**src/rtl/load_return_queue.sv**
```systemverilog
// load_return_queue
// ------------------
// Purpose: read-side counterpart of the store byte-lane formatter. Load
// descriptors issued by the MEM stage are queued in order. Each in-order
// data-bus read response is paired with the oldest descriptor. The addressed
// byte, halfword or word is extracted and sign- or zero-extended. For LWL/LWR
// the memory bytes are merged into the old register value instead. The
// result is presented through a registered valid/ready output to writeback.
//
// Ports:
//   clk        rising-edge clock
//   rst        synchronous active-high reset
//   req_valid  load descriptor offered
//   req_ready  queue can accept a descriptor
//   req_addr   byte offset addr[1:0]
//   req_size   11 word, 10 unaligned word (LWL/LWR), 01 half, 00 byte
//   req_sign   1 sign-extend, 0 zero-extend
//   req_alr    bit 0: 1 LWL, 0 LWR (only meaningful when size = 10)
//   req_old    current rt value for the LWL/LWR merge
//   req_wreg   destination register
//   rsp_valid  bus read data valid
//   rsp_ready  response accepted this cycle
//   rsp_rdata  raw aligned bus word
//   out_valid  writeback result valid
//   out_ready  writeback consumer ready
//   out_data   formatted load result
//   out_wreg   destination register of the result
//   pending    descriptors queued and not yet answered
module load_return_queue #(
  parameter int DEPTH = 4,
  parameter int CW    = $clog2(DEPTH + 1)
) (
  input  logic          clk,
  input  logic          rst,
  input  logic          req_valid,
  output logic          req_ready,
  input  logic [1:0]    req_addr,
  input  logic [1:0]    req_size,
  input  logic          req_sign,
  input  logic [1:0]    req_alr,
  input  logic [31:0]   req_old,
  input  logic [4:0]    req_wreg,
  input  logic          rsp_valid,
  output logic          rsp_ready,
  input  logic [31:0]   rsp_rdata,
  output logic          out_valid,
  input  logic          out_ready,
  output logic [31:0]   out_data,
  output logic [4:0]    out_wreg,
  output logic [CW-1:0] pending
);

  localparam int AW = $clog2(DEPTH);

  // Descriptor storage, one array per field, indexed by the ring pointers.
  logic [1:0]    r_qAddr [DEPTH];
  logic [1:0]    r_qSize [DEPTH];
  logic          r_qSign [DEPTH];
  logic          r_qLwl  [DEPTH];
  logic [31:0]   r_qOld  [DEPTH];
  logic [4:0]    r_qWreg [DEPTH];

  logic [AW-1:0] r_wrPtr;
  logic [AW-1:0] r_rdPtr;
  logic [CW-1:0] r_count;

  logic          r_outValid;
  logic [31:0]   r_outData;
  logic [4:0]    r_outWreg;

  logic          w_push;
  logic          w_pop;
  logic [31:0]   w_result;
  logic [15:0]   w_half;
  logic [7:0]    w_byte;
  logic [4:0]    w_lwlShift;
  logic [4:0]    w_lwrShift;
  logic [1:0]    w_hAddr;
  logic [1:0]    w_hSize;
  logic          w_hSign;
  logic          w_hLwl;
  logic [31:0]   w_hOld;
  logic          w_unused;

  // Only alr[0] distinguishes LWL from LWR; the upper bit carries no meaning here.
  assign w_unused = req_alr[1];

  // Handshakes. Ready for a push looks only at the registered count, so a
  // pop in the same cycle never frees a slot for the incoming descriptor.
  // A response is taken only when a descriptor is queued and the output
  // register is free or being drained this cycle.
  assign req_ready = (r_count != CW'(DEPTH));
  assign rsp_ready = (r_count != '0) && (!r_outValid || out_ready);
  assign w_push    = req_valid && req_ready;
  assign w_pop     = rsp_valid && rsp_ready;

  assign pending   = r_count;
  assign out_valid = r_outValid;
  assign out_data  = r_outData;
  assign out_wreg  = r_outWreg;

  // Descriptor payload write. The storage itself needs no reset because the
  // count and pointers decide which entries are meaningful.
  always_ff @(posedge clk) begin
    if (w_push) begin
      r_qAddr[r_wrPtr] <= req_addr;
      r_qSize[r_wrPtr] <= req_size;
      r_qSign[r_wrPtr] <= req_sign;
      r_qLwl[r_wrPtr]  <= req_alr[0];
      r_qOld[r_wrPtr]  <= req_old;
      r_qWreg[r_wrPtr] <= req_wreg;
    end
  end

  // Ring pointers and occupancy count. DEPTH is a power of two, so the
  // pointers wrap naturally. A simultaneous push and pop leaves the count alone.
  always_ff @(posedge clk) begin
    if (rst) begin
      r_wrPtr <= '0;
      r_rdPtr <= '0;
      r_count <= '0;
    end else begin
      if (w_push) begin
        r_wrPtr <= r_wrPtr + AW'(1);
      end
      if (w_pop) begin
        r_rdPtr <= r_rdPtr + AW'(1);
      end
      case ({w_push, w_pop})
        2'b10:   r_count <= r_count + CW'(1);
        2'b01:   r_count <= r_count - CW'(1);
        default: r_count <= r_count;
      endcase
    end
  end

  // Head descriptor fields, as seen by the formatter.
  assign w_hAddr = r_qAddr[r_rdPtr];
  assign w_hSize = r_qSize[r_rdPtr];
  assign w_hSign = r_qSign[r_rdPtr];
  assign w_hLwl  = r_qLwl[r_rdPtr];
  assign w_hOld  = r_qOld[r_rdPtr];

  // LWL shifts left by 8*(3-a), which for a 2-bit offset is 8*~a.
  // LWR shifts right by 8*a.
  assign w_lwlShift = {~w_hAddr, 3'b000};
  assign w_lwrShift = {w_hAddr, 3'b000};

  // Formatter: selects the addressed lane of the bus word and extends it,
  // or merges memory bytes into the old register value for LWL/LWR.
  always_comb begin
    w_result = '0;
    w_half   = w_hAddr[1] ? rsp_rdata[31:16] : rsp_rdata[15:0];
    case (w_hAddr)
      2'd0:    w_byte = rsp_rdata[7:0];
      2'd1:    w_byte = rsp_rdata[15:8];
      2'd2:    w_byte = rsp_rdata[23:16];
      default: w_byte = rsp_rdata[31:24];
    endcase
    case (w_hSize)
      2'b11: w_result = rsp_rdata;
      2'b01: w_result = {{16{w_hSign & w_half[15]}}, w_half};
      2'b00: w_result = {{24{w_hSign & w_byte[7]}}, w_byte};
      default: begin
        if (w_hLwl) begin
          w_result = (rsp_rdata << w_lwlShift) |
                     (w_hOld & ~(32'hFFFF_FFFF << w_lwlShift));
        end else begin
          w_result = (rsp_rdata >> w_lwrShift) |
                     (w_hOld & ~(32'hFFFF_FFFF >> w_lwrShift));
        end
      end
    endcase
  end

  // Output register. A pop loads a fresh result. Without a pop, a completed
  // output handshake retires the current result. Otherwise the data holds
  // stable while the consumer stalls.
  always_ff @(posedge clk) begin
    if (rst) begin
      r_outValid <= 1'b0;
      r_outData  <= '0;
      r_outWreg  <= '0;
    end else if (w_pop) begin
      r_outValid <= 1'b1;
      r_outData  <= w_result;
      r_outWreg  <= r_qWreg[r_rdPtr];
    end else if (out_ready) begin
      r_outValid <= 1'b0;
    end
  end

endmodule

```
**config.mk**
```make
export PLATFORM = sky130hd
export DESIGN_NAME = load_return_queue
export DESIGN_NICKNAME = d
export VERILOG_FILES = /design/src/rtl/load_return_queue.sv
export SDC_FILE = /design/constraint.sdc
export NUM_CORES = 1
export LEC_CHECK = 0
export ABC_AREA = 1
export ABC_CLOCK_PERIOD_IN_PS = 3200
export CORE_ASPECT_RATIO = 0.6
export CORE_MARGIN = 3
export CORE_UTILIZATION = 51
export DETAILED_ROUTE_END_ITERATION = 10
export GPL_TIMING_DRIVEN = 0
export PLACE_DENSITY = 0.87
export SKIP_LAST_GASP = 1
export SLEW_MARGIN = 0
export SYNTH_ARGS = -nofsm -noshare
export SYNTH_HDL_FRONTEND = slang
export SYNTH_SLANG_ARGS = --single-unit
export TNS_END_PERCENT = 20
```
**constraint.sdc**
```tcl
create_clock -name clk -period 3.2 [get_ports clk]
set_input_delay 0.64 -clock clk [delete_from_list [all_inputs] [get_ports clk]]
set_output_delay 0.64 -clock clk [all_outputs]
set_load 0.005 [all_outputs]
```
==> Yosys cells after proc, flatten, opt, wreduce, memory -nomap -nowiden <==
Memory sizes are Yosys's and may differ from the RTL's. A register that Yosys moved wholly into a read port is not among the register bits.
Cells that the tools add are included.
{ "word_totals": {"reg_bits": 40, "ramBits": 172, "input_bits": 81, "wordCells": 64, "memories": 6} }
{ "classes": {"n_addsub": 4, "eq_ne": 7, "shifts": 4, "mux": 19, "bitwise_logic": 9, "reduce_logical": 10} }
{ "mem_list": {"columns": ["name", "depth", "word_bits", "rd", "rd_clocked_by_memory_dff", "write_ports", "line_no", "text"], "rows": [
  ["r_qOld", 4, 32, 1, 1, 1, "60", "logic [31:0] r_qOld [DEPTH];"],
  ["r_qWreg", 4, 5, 1, 1, 1, "61", "logic [4:0] r_qWreg [DEPTH];"],
  ["r_qAddr", 4, 2, 1, 1, 1, "56", "logic [1:0] r_qAddr [DEPTH];"],
  ["r_qSize", 4, 2, 1, 1, 1, "57", "logic [1:0] r_qSize [DEPTH];"],
  ["r_qLwl", 4, 1, 1, 1, 1, "59", "logic r_qLwl [DEPTH];"],
  ["r_qSign", 4, 1, 1, 1, 1, "58", "logic r_qSign [DEPTH];"]
]} }
{ "op_table": {"columns": ["cell", "n"], "rows": [
  ["case mux 32 bit (3 select lines)", 1],
  ["bitwise AND 32 bit", 2],
  ["NOT 32 bit", 2],
  ["bitwise OR 32 bit", 2],
  ["2-to-1 mux 32 bit", 1],
  ["<< shifter 32 x 5 -> 32 bit", 1],
  ["<< shifter 32 x 5 -> 32 bit, first input constant", 1],
  [">> shifter 32 x 5 -> 32 bit", 1],
  [">> shifter 32 x 5 -> 32 bit, first input constant", 1],
  ["case mux 8 bit (3 select lines)", 1],
  ["2-to-1 mux 2 bit", 10],
  ["2-to-1 mux 16 bit", 1],
  ["== test 2 x 1 -> 1 bit, second input constant", 3],
  ["== test 2 bit, second input constant", 3],
  ["case mux 3 bit (2 select lines)", 1],
  ["adder 2 x 1 -> 2 bit, second input constant", 2],
  ["logical NOT 2 bit", 2],
  ["2-to-1 mux 1 bit", 4],
  ["nonzero test 2 bit", 2],
  ["adder 3 x 1 -> 3 bit, second input constant", 1],
  ["logical AND 1 bit", 3],
  ["inequality test 3 bit, second input constant", 1],
  ["nonzero test 3 bit", 1],
  ["subtractor 3 x 1 -> 3 bit, second input constant", 1],
  ["4 further kinds", 5]
]} }

==> Longest topological paths before layout <==
{ "depth": {"depth_word": 7, "mapped_depth": 16, "depth_no_buf": 13} }

==> Worst setup path before layout <==
OpenSTA, ideal clock, no wires.
{ "synth_path": {"path_type": "input port to flip-flop", "startpoint": "in req_valid", "endpoint": "mem r_qAddr[0][0] (enable)", "setup_time_ns": 0.444, "arrival_time_ns": 2.623, "required_ns": 2.756, "setup_slack_ns": 0.134, "path_stages": 2, "n_path_buf": 0, "path_cell_list": "nand2_1 -> nor2_1"} }
{ "synth_between": {"elab_chain_cells": 3} }
{ "synth_rtl": {"columns": ["element", "line_no", "text"], "rows": [
  ["start: declaration", "35", "input logic req_valid,"],
  ["logical AND 1 bit", "94", "assign w_push = req_valid && req_ready;"],
  ["2-to-1 mux 1 bit", "105", "if (w_push) begin"],
  ["2-to-1 mux 1 bit (not written as such)", "106", "r_qAddr[r_wrPtr] <= req_addr;"],
  ["end: declaration", "56", null]
]} }
No other way between the ends.

==> Worst setup path in the final report <==
{ "layout_path": {"startpoint": "in out_ready", "endpoint": "reg r_count[2] (netlist: pending[2])"} }
{ "layout_between": {"elab_chain_cells": 5, "word_cells_on_any_way": 7, "classes_between": "eq/ne (2); mux (1); reduce/logical (4)"} }
{ "layout_rtl": {"columns": ["element", "line_no", "text"], "rows": [
  ["start: declaration", "47", "input logic out_ready,"],
  ["logical OR 1 bit (*)", "93", "assign rsp_ready = (r_count != '0) && (!r_outValid || out_ready);"],
  ["logical AND 1 bit (*)", "93", null],
  ["logical AND 1 bit (*)", "95", "assign w_pop = rsp_valid && rsp_ready;"],
  ["named net w_pop", "72", "logic w_pop;"],
  ["== test 2 x 1 -> 1 bit / == test 2 bit (equally long branches)", "129", "case ({w_push, w_pop})"],
  ["case mux 3 bit (2 select lines) / nonzero test 2 bit (equally long branches)", null, null],
  ["end signal: assignment", "130", "2'b10: r_count <= r_count + CW'(1);"],
  ["end signal: assignment", "131", "2'b01: r_count <= r_count - CW'(1);"],
  ["end signal: assignment", "132", "default: r_count <= r_count;"],
  ["end: declaration", "65", "logic [CW-1:0] r_count;"]
]} }
The timed path passes the listed nets; every way through them passes the cells marked *.
A chain may end at the register's enable or synchronous reset.

==> impl_metrics.toml <==
[drt]
drtPass1Iterations = 8
drc = 0
dr_total_vias = 9928
drt_iter0_markers = 1260
drt-total-wl_um = 37500
ant_nets = 0
post_drt_wl_per_cell_um = 22.3
vias_per_cell = 5.91

[timing]
period_share_pct = 93.4
holdWs_ns = 0.471
fmax_mhz = 335
setup_viol = 0
finalClockSkew_ns = 0.0157
finalHoldViolCount = 0
maxSlewHeadroom_pct = 41.2
grt_setup_unrepaired = "false"
drv_slew = 0
fin_ws_ns = 0.212
tightest_slew_ns = 0.879
post-route-min-period_ns = 2.99

[place]
portBuffers = 122
dpl_cell_area_sq_um = 12600
preCtsSetupSlack_ns = -0.478
gp_congestion = 1.00
place_hpwl_um = 27700

[pwr]
max-vdd-ir-drop_mv = 0.617
power_density_nw_per_um2 = 881
power_w = 0.0117
power_leakage_nw = 5.28

[global_route]
antenna_found_initial = 0
grt_start_max_net_pins = 25
grt-ovfl-total = 0
grt_pass1_vias = 9411
grt_usage_pct = 31.6
grt_pass1_wl_um = 56000

[synth]
synth_flop_cell = "edfxtp_1"
yosys.area.top_type_share_pct = 47.1
yosys.area.top_type = "edfxtp_1"
yosys_register_bits = 219
synthesis.area_sq_um = 11000
yosysUniqueCellTypes = 42
async_reset_ff_share_pct = 0
syn-instance-count = 1246
synthTopCellsByArea = "edfxtp_1 (47%), nand2_1 (13%), dfxtp_1 (8.6%)"
synth_edf_count = 172
ys_warn_count = 0
synth_area_per_cell_sq_um = 8.80
ys_seq_area_share_pct = 55.7
syn-num-nets = 1333

[critical_path]
r2r_setup_slack_ns = 0.43
crit_start = "out_ready"
crit_arrival_ns = 3.38
cp-end-kind = "flop"
cp-start-kind = "input pin"
r2r-end = "out_data[25]"
required_ns = 3.59
reg2regPathDepth = 10
crit_fanout = 10
path_class = "in2reg"

[clocking]
clkSinkCount = 219
cts_tree = "done"
numCtsBuffers = 20
clk_pin_slew_worst_paths_ns = 0.07
insertion_delay_ns = 0.52
ctsHtreeMaxLevel = 1
cts_root_buf = "clkbuf_16"
cts_max_path_buffers = 3

[hold_path]
hold_depth = 2
whs_endpoint = "out_data[8]"
min_path_type = "reg2reg"
min_from = "out_data[8]"

[layout]
layout_commonest_cell = "nand2_1"
final_cell_mix = "nand2_1 (392), edfxtp_1 (172), nand3_1 (135), nor2_1 (122), clkdlybuf4s50_1 (122)"
fin_util_pct = 64.7
fin_area_sq_um = 13300
antenna_cells = 0
layout-drive-gt1-share_pct = 9.23
area_delta_synth_final_pct = 21.3
nets = 1481

[floorplanning]
dieArea_sq_um = 23400
initial_utilization_pct = 53.3
fp.dieH_um = 120
rows = 40
coreArea_sq_um = 20600
die_x_um = 195
io_pins = 124

[job]
max-cap-violations = 0

[run_status]
status = "finished clean"
==> timing repair <==
item / CTS / global route
setup buffers: 0 / 0
gates resized for setup: 1 / 2
cloned: 0 / 0
endpoints found under the setup margin: 1 / 1
hold buffers: 0 / 0
pin swaps: 0 / 1
==> state kept, by name, indices dropped and copies added (netlist names), 3 cells and up, named ones only <==
register	flops
r_qSize	8
out_data	32
r_qAddr	8
r_qWreg	20
out_wreg	5
pending	3
r_qOld	128
r_qLwl	4
r_qSign	4
==> worst max-delay path by stage <==
stage | to | cells after the start
final | pending[2] | 14
after global routing | pending[2] | 14
after CTS | pending[2] | 14
after detailed placement | pending[2] | 14
after global placement | r_qOld[3][25] | 3
after floorplan | r_qAddr[0][0] | 2
==> worst max-delay path, stage by stage <==
cell,delay [ns]
clkdlybuf4s50_1,0.46
inv_1,0.04
nand2_1,0.06
a21boi_1,0.26
nand2_2,0.25
inv_1,0.21
clkbuf_4,0.27
ha_1,0.17
inv_1,0.08
fa_1,0.40
a21oi_1,0.16
o21ai_0,0.15
o21ai_0,0.17
a21oi_1,0.05
==> synthesized netlist by cell type, types with 2 or more instances <==
cell type,instances
o21ai_0,76
buf_4,12
nand2_4,3
buf_6,12
inv_4,2
nand3_1,135
nor2_1,126
nand3_4,6
nand4_1,4
clkbuf_1,16
o21a_1,6
a21oi_1,70
nand2_2,9
o22ai_1,12
inv_1,52
buf_2,31
edfxtp_1,172
nand3b_1,2
o211ai_1,18
buf_1,2
nand2_1,393
a31oi_1,3
o21bai_1,3
inv_2,4
ha_1,5
dfxtp_1,47
o21ai_1,10
==> per-stage QoR <==
step	setup TNS, ns	std cells
3_5_place_dp	-0.885	1645
4_1_cts	0	1681
2_1_floorplan	0	1246
3_3_place_gp	-325.10	1641
5_1_grt	0	1681
6_report	0	1681
==> final cells by class <==
type | count | area, sq um
Fill cell | 1713 | 7270
Multi-Input combinational cell | 894 | 4200
Timing Repair Buffer | 126 | 1300
Sequential cell | 219 | 6110
Tap cell | 273 | 342
Inverter | 59 | 228
Clock buffer | 27 | 529
Clock inverter | 9 | 130
Buffer | 74 | 465
==> report_power, final <==
group | switching [W] | internal, W | total, W
clock network | 0.00104 | 0.00141 | 0.00245
registers | 0.000175 | 0.00349 | 0.00366
logic | 0.00374 | 0.00187 | 0.00560
==> metal layers <==
metal | vias up | GRT usage (%) | part of all wire [%]
met1 | 4676 | 47.0 | 42
li1 | 4517 | - | -
met4 | 2 | 8.32 | 2.7
met5 | - | 3.27 | 0.27
met3 | 81 | 9.03 | 14
met2 | 652 | 45.3 | 41
==> kinds of logic (layout without fill, tap and decap cells) <==
kind of cell,after synthesis,count (layout),share of synthesized area (%)
AOI/OAI and AO/OA,204,204,10.4
buffers and inverters,133,295,6.30
and+or+nand+nor,684,684,26.9
adders and majority gates,6,6,0.753
DFF,219,219,55.7
No activity file was read; power rests on OpenSTA's default activity.
